<file path="src/rtl/wb_commit_monitor_if.sv">
// Write-back retirement and trace-consumer signals of the commit monitor.
// The master side is the pipeline plus the trace consumer; the slave side is the monitor.
interface wb_commit_monitor_if;
    logic        wb_valid;
    logic        wb_we;
    logic [4:0]  wb_rd;
    logic [31:0] wb_data;
    logic [31:0] wb_pc;
    logic        trace_valid;
    logic        trace_ready;
    logic [31:0] trace_pc;
    logic [4:0]  trace_rd;
    logic        trace_we;
    logic [31:0] trace_data;

    modport master (
        output wb_valid, wb_we, wb_rd, wb_data, wb_pc, trace_ready,
        input  trace_valid, trace_pc, trace_rd, trace_we, trace_data
    );

    modport slave (
        input  wb_valid, wb_we, wb_rd, wb_data, wb_pc, trace_ready,
        output trace_valid, trace_pc, trace_rd, trace_we, trace_data
    );
endinterface

</file>
<file path="src/rtl/wb_commit_monitor.sv">
// Commit monitor: buffers every retiring instruction in a first-word
// fall-through trace FIFO, keeps saturating retirement/drop/cycle statistics,
// and runs an idle watchdog that raises a sticky stall flag.
module wb_commit_monitor #(
    parameter int DEPTH   = 16,
    parameter int TIMEOUT = 64
) (
    input  logic                     clk,
    input  logic                     reset,
    input  logic                     clear,
    wb_commit_monitor_if.slave       bus,
    output logic [$clog2(DEPTH):0]   fill,
    output logic [31:0]              retired_count,
    output logic [31:0]              drop_count,
    output logic [31:0]              cycle_count,
    output logic                     overflow,
    output logic                     stall_timeout
);
    localparam int AW = $clog2(DEPTH);
    localparam int FW = AW + 1;
    localparam int IW = $clog2(TIMEOUT + 1);
    localparam logic [FW-1:0] FULL_LVL = FW'(DEPTH);
    localparam logic [IW-1:0] IDLE_MAX = IW'(TIMEOUT);
    localparam logic [31:0]   CNT_MAX  = 32'hFFFF_FFFF;

    typedef enum logic [0:0] {
        RUN     = 1'b0,
        STALLED = 1'b1
    } wd_state_t;

    // Counter increment that holds at all-ones instead of wrapping.
    function automatic logic [31:0] sat_inc(input logic [31:0] value);
        sat_inc = (value == CNT_MAX) ? value : value + 32'd1;
    endfunction

    logic [31:0] mem_pc   [0:DEPTH-1];
    logic [4:0]  mem_rd   [0:DEPTH-1];
    logic        mem_we   [0:DEPTH-1];
    logic [31:0] mem_data [0:DEPTH-1];

    logic [AW-1:0] wr_ptr_r;
    logic [AW-1:0] rd_ptr_r;
    logic [FW-1:0] fill_r;
    logic [31:0]   retired_r;
    logic [31:0]   drop_r;
    logic [31:0]   cycle_r;
    logic          overflow_r;
    logic          stall_r;
    logic [IW-1:0] idle_r;
    wd_state_t     state_r;

    logic          flush_s;
    logic          full_s;
    logic          pop_s;
    logic          push_s;
    logic          drop_s;
    logic [IW-1:0] idle_next_s;
    wd_state_t     state_next_s;

    // FIFO handshake decode; a pop frees a slot for a same-cycle push when full.
    always_comb begin
        flush_s = reset || clear;
        full_s  = (fill_r == FULL_LVL);
        pop_s   = (fill_r != {FW{1'b0}}) && bus.trace_ready;
        push_s  = bus.wb_valid && (!full_s || pop_s);
        drop_s  = bus.wb_valid && full_s && !pop_s;
    end

    // Idle counter next value and watchdog next state.
    always_comb begin
        idle_next_s  = idle_r;
        state_next_s = state_r;
        if (bus.wb_valid) begin
            idle_next_s = {IW{1'b0}};
        end else if (idle_r != IDLE_MAX) begin
            idle_next_s = idle_r + IW'(1);
        end else begin
            idle_next_s = idle_r;
        end
        case (state_r)
            RUN: begin
                if (idle_next_s == IDLE_MAX) begin
                    state_next_s = STALLED;
                end else begin
                    state_next_s = RUN;
                end
            end
            STALLED: begin
                if (bus.wb_valid) begin
                    state_next_s = RUN;
                end else begin
                    state_next_s = STALLED;
                end
            end
            default: state_next_s = RUN;
        endcase
    end

    // Trace entry storage; contents are not cleared, validity comes from fill.
    always_ff @(posedge clk) begin
        if (push_s && !flush_s) begin
            mem_pc[wr_ptr_r]   <= bus.wb_pc;
            mem_rd[wr_ptr_r]   <= bus.wb_rd;
            mem_we[wr_ptr_r]   <= bus.wb_we;
            mem_data[wr_ptr_r] <= bus.wb_data;
        end
    end

    // FIFO pointers and occupancy; pointers wrap naturally at DEPTH.
    always_ff @(posedge clk) begin
        if (flush_s) begin
            wr_ptr_r <= {AW{1'b0}};
            rd_ptr_r <= {AW{1'b0}};
            fill_r   <= {FW{1'b0}};
        end else begin
            if (push_s) wr_ptr_r <= wr_ptr_r + AW'(1);
            if (pop_s)  rd_ptr_r <= rd_ptr_r + AW'(1);
            case ({push_s, pop_s})
                2'b10:   fill_r <= fill_r + FW'(1);
                2'b01:   fill_r <= fill_r - FW'(1);
                default: fill_r <= fill_r;
            endcase
        end
    end

    // Saturating statistics and sticky overflow flag.
    always_ff @(posedge clk) begin
        if (flush_s) begin
            retired_r  <= 32'd0;
            drop_r     <= 32'd0;
            cycle_r    <= 32'd0;
            overflow_r <= 1'b0;
        end else begin
            cycle_r <= sat_inc(cycle_r);
            if (bus.wb_valid) retired_r <= sat_inc(retired_r);
            if (drop_s) begin
                drop_r     <= sat_inc(drop_r);
                overflow_r <= 1'b1;
            end
        end
    end

    // Watchdog state, idle counter and sticky stall flag.
    always_ff @(posedge clk) begin
        if (flush_s) begin
            state_r <= RUN;
            idle_r  <= {IW{1'b0}};
            stall_r <= 1'b0;
        end else begin
            state_r <= state_next_s;
            idle_r  <= idle_next_s;
            if (idle_next_s == IDLE_MAX) stall_r <= 1'b1;
        end
    end

    assign bus.trace_valid = (fill_r != {FW{1'b0}});
    assign bus.trace_pc    = mem_pc[rd_ptr_r];
    assign bus.trace_rd    = mem_rd[rd_ptr_r];
    assign bus.trace_we    = mem_we[rd_ptr_r];
    assign bus.trace_data  = mem_data[rd_ptr_r];

    assign fill          = fill_r;
    assign retired_count = retired_r;
    assign drop_count    = drop_r;
    assign cycle_count   = cycle_r;
    assign overflow      = overflow_r;
    assign stall_timeout = stall_r;
endmodule

</file>
<file path="src/flat_wrapper.sv">
// flat-port wrapper written by rule: the top's interface ports become plain ports
module wb_commit_monitor_flat 
#(
    parameter int DEPTH   = 16,
    parameter int TIMEOUT = 64
)
  (clk, reset, clear, fill, retired_count, drop_count, cycle_count, overflow, stall_timeout, bus_wb_valid, bus_wb_we, bus_wb_rd, bus_wb_data, bus_wb_pc, bus_trace_ready, bus_trace_valid, bus_trace_pc, bus_trace_rd, bus_trace_we, bus_trace_data);
  wb_commit_monitor_if bus_i ();
  input  logic clk;
  input  logic reset;
  input  logic clear;
  output logic [$clog2(DEPTH):0] fill;
  output logic [31:0] retired_count;
  output logic [31:0] drop_count;
  output logic [31:0] cycle_count;
  output logic overflow;
  output logic stall_timeout;
  input wire logic [$bits(bus_i.wb_valid)-1:0] bus_wb_valid;
  input wire logic [$bits(bus_i.wb_we)-1:0] bus_wb_we;
  input wire logic [$bits(bus_i.wb_rd)-1:0] bus_wb_rd;
  input wire logic [$bits(bus_i.wb_data)-1:0] bus_wb_data;
  input wire logic [$bits(bus_i.wb_pc)-1:0] bus_wb_pc;
  input wire logic [$bits(bus_i.trace_ready)-1:0] bus_trace_ready;
  output wire logic [$bits(bus_i.trace_valid)-1:0] bus_trace_valid;
  output wire logic [$bits(bus_i.trace_pc)-1:0] bus_trace_pc;
  output wire logic [$bits(bus_i.trace_rd)-1:0] bus_trace_rd;
  output wire logic [$bits(bus_i.trace_we)-1:0] bus_trace_we;
  output wire logic [$bits(bus_i.trace_data)-1:0] bus_trace_data;
  assign bus_i.wb_valid = bus_wb_valid;
  assign bus_i.wb_we = bus_wb_we;
  assign bus_i.wb_rd = bus_wb_rd;
  assign bus_i.wb_data = bus_wb_data;
  assign bus_i.wb_pc = bus_wb_pc;
  assign bus_i.trace_ready = bus_trace_ready;
  assign bus_trace_valid = bus_i.trace_valid;
  assign bus_trace_pc = bus_i.trace_pc;
  assign bus_trace_rd = bus_i.trace_rd;
  assign bus_trace_we = bus_i.trace_we;
  assign bus_trace_data = bus_i.trace_data;
  wb_commit_monitor #(.DEPTH(DEPTH), .TIMEOUT(TIMEOUT)) u_core (.clk(clk), .reset(reset), .clear(clear), .bus(bus_i), .fill(fill), .retired_count(retired_count), .drop_count(drop_count), .cycle_count(cycle_count), .overflow(overflow), .stall_timeout(stall_timeout));
endmodule
</file>
<file path="config.mk">
export PLATFORM = sky130hd
export DESIGN_NAME = wb_commit_monitor_flat
export DESIGN_NICKNAME = d
export VERILOG_FILES = /design/src/rtl/wb_commit_monitor_if.sv /design/src/rtl/wb_commit_monitor.sv /design/src/flat_wrapper.sv
export SDC_FILE = /design/constraint.sdc
export NUM_CORES = 1
export LEC_CHECK = 0
export CAP_MARGIN = 10
export CORE_MARGIN = 4
export CORE_UTILIZATION = 50
export CTS_BUF_LIST = sky130_fd_sc_hd__clkbuf_8
export DETAILED_ROUTE_END_ITERATION = 12
export PLACE_DENSITY = 0.68
export RECOVER_POWER = 50
export SLEW_MARGIN = 10
export SYNTH_ARGS = -nofsm -noshare
export SYNTH_HDL_FRONTEND = slang
export SYNTH_SLANG_ARGS = --single-unit
</file>
<file path="constraint.sdc">
create_clock -name clk -period 10.55 [get_ports clk]
set_input_delay 1.5825 -clock clk [delete_from_list [all_inputs] [get_ports clk]]
set_output_delay 1.5825 -clock clk [all_outputs]
set_load 0.01 [all_outputs]
</file>
Yosys cells after proc, flatten, opt, wreduce, memory -nomap -nowiden

Memories as Yosys holds them, arrays and structs flattened. A register that Yosys moved wholly into a read port is not among the register bits.
Index checks and enable logic that the tools add are counted.

Bits in read-only memories: 0
Latch bits: 0
Logic and storage cells: 58
Memories kept: 4
Bits in registers: 118
Input bits: 75
Memory bits (writable): 1,120

Order comparisons: 0
$mul: 0
Muxes and demuxes: 13
Add/sub/neg operators: 8
Eq/ne operators: 8
Reduce and logical (&&, ||, !) cells: 14
Div/mod/pow operators: 0
Bitwise gates (word level): 2
Shift operators: 0

Memories:

| memory          | depth | width | rd ports | clocked after Yosys merged registers in | wr ports | line                    | text |
|---|---|---|---|---|---|---|---|
| u_core.mem_data | 16    | 32    | 1        | 1                                       | 1        | wb_commit_monitor.sv:39 | `logic [31:0] mem_data [0:DEPTH-1];` |
| u_core.mem_pc   | 16    | 32    | 1        | 1                                       | 1        | wb_commit_monitor.sv:36 | `logic [31:0] mem_pc [0:DEPTH-1];` |
| u_core.mem_rd   | 16    | 5     | 1        | 1                                       | 1        | wb_commit_monitor.sv:37 | `logic [4:0] mem_rd [0:DEPTH-1];` |
| u_core.mem_we   | 16    | 1     | 1        | 1                                       | 1        | wb_commit_monitor.sv:38 | `logic mem_we [0:DEPTH-1];` |

Operator list:

| operator              | count |
|---|---|
| $add 32x1->32 const B | 3 |
| $eq 32x32->1 const B  | 3 |
| $mux 4                | 8 |
| $mux 7                | 2 |
| $pmux 5 s2            | 1 |
| $add 4x1->4 const B   | 2 |
| $add 7x1->7 const B   | 1 |
| $eq 7x7->1 const B    | 1 |
| $ne 7x7->1 const B    | 1 |
| $add 5x1->5 const B   | 1 |
| $eq 5x5->1 const B    | 1 |
| $logic_and 1x1->1     | 5 |
| $reduce_bool 5->1     | 1 |
| $sub 5x1->5 const B   | 1 |
| $reduce_and 2->1      | 2 |
| $logic_not 1->1       | 3 |
| $eq 2x1->1 const B    | 1 |
| $eq 2x2->1 const B    | 1 |
| $logic_or 1x1->1      | 2 |
| $mux 1                | 2 |
| $not 1->1             | 2 |
| $reduce_bool 2->1     | 1 |

Depth between registers and ports, before layout

Gate-level depths: netlist of run 1.

Word-level depth: 7
Depth in mapped cells: 10
Depth with buffers taken out: 10

Worst setup path after synthesis of run 1

Ideal clock, no wire load.

Path kind: input -> register
From: input bus_trace_ready
To: memory u_core.mem_data[0][0] (enable)
Slack: 2.807 ns
Stages: 5
Arrival time: 7.159 ns
Data required time: 9.966 ns
Buffers on the path: 2
Library setup time: 0.584 ns
Cell sequence: clkbuf_1 -> o31a_1 -> clkbuf_1 -> nand3_1 -> nor3_1

Longest elaborated chain between the ends: 6

Ends and longest elaborated chain:

| item                         | line                     | text |
|---|---|---|
| start, declared              | flat_wrapper.sv:23       | `input wire logic [$bits(bus_i.trace_ready)-1:0] bus_trace_ready;` |
| $logic_and 1x1->1            | wb_commit_monitor.sv:64  | `pop_s = (fill_r != {FW{1'b0}}) && bus.trace_ready;` |
| $logic_or 1x1->1             | wb_commit_monitor.sv:65  | `push_s = bus.wb_valid && (!full_s \|\| pop_s);` |
| $logic_and 1x1->1            | wb_commit_monitor.sv:65  |  |
| $logic_and 1x1->1            | wb_commit_monitor.sv:101 | `if (push_s && !flush_s) begin` |
| $mux 1                       | wb_commit_monitor.sv:101 |  |
| $mux 1 (implied by the code) | wb_commit_monitor.sv:105 | `mem_data[wr_ptr_r] <= bus.wb_data;` |
| end, declared                | wb_commit_monitor.sv:39  |  |

Every way passes these cells.

==> results.json, run 1 <==
{
  "fin_setup_tns_ns": 0,
  "globalplace.congestion": 0.811,
  "regArea_sq_um": 36100,
  "post-route-min-period_ns": 6.08,
  "totalWireLength_mm": 106,
  "crit_path_start_kind": "flip-flop",
  "violations": "capacitance limit, slew limit",
  "clock_latency_ns": 0.85,
  "portBuffers": 248,
  "hold_start": "u_core.stall_timeout$_SDFFE_PP0N_",
  "synth_fa_ha_area_share_pct": 0.312,
  "switching_share_pct": 21.5,
  "cts_tree": "built",
  "htreeDepth": 4,
  "max_slew_margin_pct": -84.0,
  "ys_types": 64,
  "cp.required_ns": 8.97,
  "pwr-share-comb_pct": 3.0,
  "p_switching_uw": 2020,
  "path_cells": "buf_4, buf_4, mux4_2, mux4_2, clkdlybuf4s50_1",
  "syn_inst": 2306,
  "drive_above_1_share_pct": 23.6,
  "layout.nets": 2756,
  "clkPwrFrac_pct": 39.7,
  "cts_resized": 0,
  "synth-xor-area-share_pct": 0.673,
  "synth-seq-cells": 1242,
  "async_flop_share_pct": 0,
  "worstSetupPathType": "reg2out",
  "maxSlewViolCount": 106,
  "hold_viol": 0,
  "cp_slowest_stage_delay_ns": 0.85,
  "yosys_warnings": 0,
  "grt_antenna_before_repair": 18,
  "tightest_slew_ns": 2.76,
  "ir_worst_vdd_mv": 0.110,
  "crit_slowest_cell": "buf_4",
  "syn_area_per_cell_sq_um": 20.9,
  "cts_root_buffer": "clkbuf_8",
  "multiInputGateArea_sq_um": 11600,
  "p_leak_uw": 0.0170,
  "grt_start_max_net_pins": 143,
  "die_w_um": 318,
  "drt_iter0_drc": 2115,
  "routedWlPerCell_um": 25.8,
  "initial_core_util_pct": 50.5,
  "mostFrequentLayoutCells": "edfxtp_1 (1120), mux4_2 (350), clkbuf_8 (196), clkdlybuf4s50_1 (130)",
  "dp_cells": 3738,
  "fill_cells": 6910,
  "core-area_sq_um": 95300,
  "pwr_density_cell_nw_per_um2": 169,
  "fin_area_sq_um": 55700,
  "p_int_uw": 7370,
  "fin_skew_ns": 0.0523,
  "grt_overflow": 0,
  "syn2layout_area_growth_pct": 15.7,
  "dp_hpwl_mm": 57.7,
  "setup_viol": 0,
  "num_vias": 24300,
  "cp-end-kind": "output pin",
  "stdcell_count": 4096,
  "pre_cts_slack_ns": 4.85,
  "crit_arrival_ns": 4.49,
  "worstReg2RegStart": "u_core.fill[1]$_SDFFE_PP0P_",
  "maxCapViolCount": 2,
  "ant_nets": 0,
  "io_pins": 249,
  "fin_ws_ns": 4.47,
  "synthFlopType": "edfxtp_1",
  "holdBufCountCts": 0,
  "synthMuxAreaShare_pct": 16.6,
  "syn-num-nets": 2393,
  "rsz0062_at_grt": "no",
  "synth_top_family_by_area": "multiplexers",
  "vias_per_cell": 5.94,
  "clk_path_buf_depth": 3,
  "cts_setup_buffers": 0,
  "detail_route.first_pass.iterations": 5,
  "grt_pass1_wl_mm": 160,
  "grt_usage_pct": 20.9,
  "numCtsBuffers": 194,
  "hp-class": "reg2reg",
  "post_dp_cell_area_sq_um": 52100,
  "grt_pass1_vias": 25700,
  "synth-simple-area-share_pct": 4.08,
  "synth_edf_count": 1120,
  "outcome": "complete, but fails checks",
  "clock-sinks": 1242,
  "clk_pin_slew_worst_paths_ns": 0.06,
  "crit_fanout": 67,
  "pwr-share-seq_pct": 57.3,
  "drc_errors": 0,
  "die_area_sq_um": 101000,
  "finalCritPeriodShare_pct": 57.6,
  "placement_rows": 113,
  "synth-seq-area-share_pct": 75.0,
  "die_y_um": 318,
  "layout_commonest_cell": "edfxtp_1",
  "synth_area_sq_um": 48100,
  "synth-compound-area-share_pct": 2.16,
  "fmax_ghz": 0.165
}
-- synth_stat cells, types with 19 or more instances --
library cell,instances,area [sq um]
inv_1,19,71.3
clkbuf_1,77,289
nand3_1,37,185
or4_1,31,233
dfxtp_1,122,2440
nand4_1,29,181
nor4_1,21,131
buf_2,26,130
or3_1,34,213
o21ai_0,31,155
edfxtp_1,1120,33600
nand2_1,69,259
nor2_1,80,300
xor2_1,20,175
mux4_2,350,7880
a21oi_1,58,290
o31ai_1,28,210
-- stage by stage --
stage	util, %	hold WS (ns)	total power [uW]
floorplan	-	0.459	5630
finish	58.4	0.471	9390
CTS	58.4	0.486	9510
global route	58.4	0.495	9760
detailed placement	54.7	0.467	5780
global placement	54.7	0.461	5770
-- critical path, delay by kind of cell, from the launching register on --
kind                   cells  cell delay (ns)
flip-flops                 1             0.47
multiplexers               2             0.92
buffers and inverters      3             2.21
-- final timing paths --
check / end / slack (ns) / cells past startpoint
hold / removal: u_core.stall_timeout$_SDFFE_PP0N_ / 0.47 / 1
hold reg to reg: u_core.stall_timeout$_SDFFE_PP0N_ / 0.47 / 1
setup reg to reg: u_core.mem_data[15][26]$_DFFE_PP_ / 6.76 / 5
setup / recovery: bus_trace_data[15] / 4.47 / 5
-- logic make-up after synthesis --
kind of cell	after synthesis
simple gates	357
mux	360
compound gates	164
xor+xnor	37
flops	1242
fa+ha+maj	12
buf+inv	134
-- routing by layer --
layer	GRT usage, %	share of wire [%]
met1	28.6	41
met2	34.2	50
met3	4.55	6.6
met4	6.00	2.0
met5	0	0.0066
-- sequential cells by signal, summed over array words and instances (netlist names), 5 cells and up, named ones only --
name                  flops
u_core.cycle_count       32
u_core.drop_count        32
u_core.fill               5
u_core.idle_r             7
u_core.mem_data         512
u_core.mem_pc           512
u_core.mem_rd            80
u_core.mem_we            16
u_core.retired_count     32
-- power by group through the flow --
stage | clock, uW | combinational, uW | sequential [uW]
floorplan | 0 | 143 | 5480
CTS | 3830 | 294 | 5380
detailed placement | 0 | 294 | 5480
finish | 3720 | 282 | 5380
global route | 4080 | 306 | 5380
global placement | 0 | 283 | 5480
-- final cells by class --
type	count	share of cell area, %
Tap cell	1265	2.84
Clock buffer	196	4.85
Inverter	19	0.128
Clock inverter	157	1.61
Multi-Input combinational cell	930	20.8
Sequential cell	1242	64.8
Antenna cell	5	0.0225
Timing Repair Buffer	282	4.95
Power figures use the tool's default switching activity.
==> inputs of run 2 (changes only) <==
==> constraint.sdc (replaced) <==
create_clock -name clk -period 5.8 [get_ports clk]
set_input_delay 0.87 -clock clk [delete_from_list [all_inputs] [get_ports clk]]
set_output_delay 0.87 -clock clk [all_outputs]
set_load 0.01 [all_outputs]
==> results.json, run 2 (synthesized netlist as in run 1, its figures left out) <==
{
  "ir_worst_vdd_mv": 0.217,
  "drc_errors": 0,
  "grt_start_max_net_pins": 66,
  "post-route-util_pct": 58.6,
  "fmax_ghz": 0.202,
  "core-area_sq_um": 95300,
  "pwr_density_cell_nw_per_um2": 304,
  "grt_pass1_vias": 25800,
  "finalCritPeriodShare_pct": 85.3,
  "htreeDepth": 4,
  "fin_setup_tns_ns": 0,
  "fin_area_sq_um": 55800,
  "largestRegisters": "u_core.mem_data x512, u_core.mem_pc x512, u_core.mem_rd x80",
  "crit_path_start_kind": "input port",
  "fill_cells": 6990,
  "portBuffers": 248,
  "io_pins": 249,
  "stdcell_count": 4103,
  "cts_tree": "built",
  "layout_commonest_cell": "edfxtp_1",
  "grt_pass1_wl_mm": 162,
  "cp_slowest_stage_delay_ns": 2.72,
  "hp-class": "reg2reg",
  "cp-end-kind": "flip-flop",
  "dp_hpwl_mm": 59.0,
  "cts_resized": 0,
  "drive_above_1_share_pct": 23.4,
  "crit_fanout": 63,
  "cp.required_ns": 6.51,
  "pwr-share-seq_pct": 57.7,
  "tightest_slew_ns": 3.76,
  "placement_rows": 113,
  "grt_usage_pct": 21.0,
  "detail_route.first_pass.iterations": 5,
  "maxSlewViolCount": 123,
  "ant_nets": 0,
  "clk_pin_slew_worst_paths_ns": 0.06,
  "p_int_uw": 13300,
  "die_w_um": 318,
  "grt_antenna_before_repair": 23,
  "die_y_um": 318,
  "syn2layout_area_growth_pct": 15.9,
  "fin_skew_ns": 0.0431,
  "switching_share_pct": 21.3,
  "crit_arrival_ns": 5.66,
  "p_switching_uw": 3610,
  "globalplace.congestion": 0.854,
  "p_leak_uw": 0.0168,
  "pwr-share-comb_pct": 3.0,
  "vias_per_cell": 5.95,
  "mostFrequentLayoutCells": "edfxtp_1 (1120), mux4_2 (350), clkbuf_8 (199), clkdlybuf4s50_1 (175), dfxtp_1 (118)",
  "die_area_sq_um": 101000,
  "drt_iter0_drc": 2249,
  "initial_core_util_pct": 50.5,
  "layout.nets": 2772,
  "worstSetupPathType": "in2reg",
  "totalWireLength_mm": 106,
  "whs_ns": 0.470,
  "maxCapViolCount": 3,
  "cts_root_buffer": "clkbuf_8",
  "grt_overflow": 0,
  "crit_slowest_cell": "or2_0",
  "num_vias": 24400,
  "path_cells": "dlygate4sd3_1, or2_0, clkbuf_2, or4_1, nand2_1",
  "post-route-min-period_ns": 4.95,
  "max_slew_margin_pct": -150,
  "dp_cells": 3755,
  "clk_path_buf_depth": 3,
  "rsz0062_at_grt": "no",
  "numCtsBuffers": 193,
  "post_dp_cell_area_sq_um": 52400,
  "cts_setup_buffers": 0,
  "hold_viol": 0,
  "holdBufCountCts": 0,
  "clkPwrFrac_pct": 39.2,
  "violations": "capacitance limit, slew limit",
  "outcome": "complete, but fails checks",
  "clock-sinks": 1242,
  "clock_latency_ns": 0.83,
  "routedWlPerCell_um": 25.8,
  "setup_viol": 0
}
[run 2: layout make-up]
type | instances | area [sq um] | share of cell area, %
Timing Repair Buffer | 299 | 3040 | 5.45
Clock buffer | 199 | 2740 | 4.91
Sequential cell | 1242 | 36100 | 64.7
Inverter | 19 | 71.3 | 0.128
Tap cell | 1265 | 1580 | 2.84
Clock inverter | 140 | 741 | 1.33
Multi-Input combinational cell | 930 | 11500 | 20.6
Antenna cell | 9 | 22.5 | 0.0404
[run 2: worst paths after layout]
path | start | endpoint | slack [ns] | cells past startpoint
hold / removal | u_core.stall_timeout$_SDFFE_PP0N_ | u_core.stall_timeout$_SDFFE_PP0N_ | 0.47 | 1
setup reg to reg | u_core.drop_count[15]$_SDFFE_PP0P_ | u_core.drop_count[3]$_SDFFE_PP0P_ | 1.98 | 6
hold reg to reg | u_core.stall_timeout$_SDFFE_PP0N_ | u_core.stall_timeout$_SDFFE_PP0N_ | 0.47 | 1
setup / recovery | clear | u_core.retired_count[25]$_SDFFE_PP0P_ | 0.85 | 5
[run 2: worst max-delay path, delay by kind of cell]
kind | cells | cell delay (ns)
AND/OR/NAND/NOR | 3 | 3.03
buffers and inverters | 2 | 1.72
[run 2: power groups by stage]
| stage | registers [uW] | clock network (uW) | logic [uW] |
|---|---|---|---|
| 3_3_place_gp | 9970 | 0 | 521 |
| 4_1_cts | 9790 | 6830 | 540 |
| 2_1_floorplan | 9970 | 0 | 261 |
| 3_5_place_dp | 9980 | 0 | 538 |
| 5_1_grt | 9780 | 7280 | 561 |
| 6_report | 9790 | 6650 | 517 |
[run 2: per-stage QoR]
step / setup slack (ns) / power (uW)
CTS: 0.874 / 17200
finish: 0.852 / 17000
global route: 0.527 / 17600
global placement: 1.72 / 10500
floorplan: 0.645 / 10200
detailed placement: 1.67 / 10500
[run 2: per-layer routing]
layer  global-route usage [%]  wire, um  part of all wire [%]
met1                     29.0     43600                    41
met2                     34.4     52800                    50
met3                     4.58      7090                   6.7
met4                     5.96      2310                   2.2
met5                        0        13                 0.012
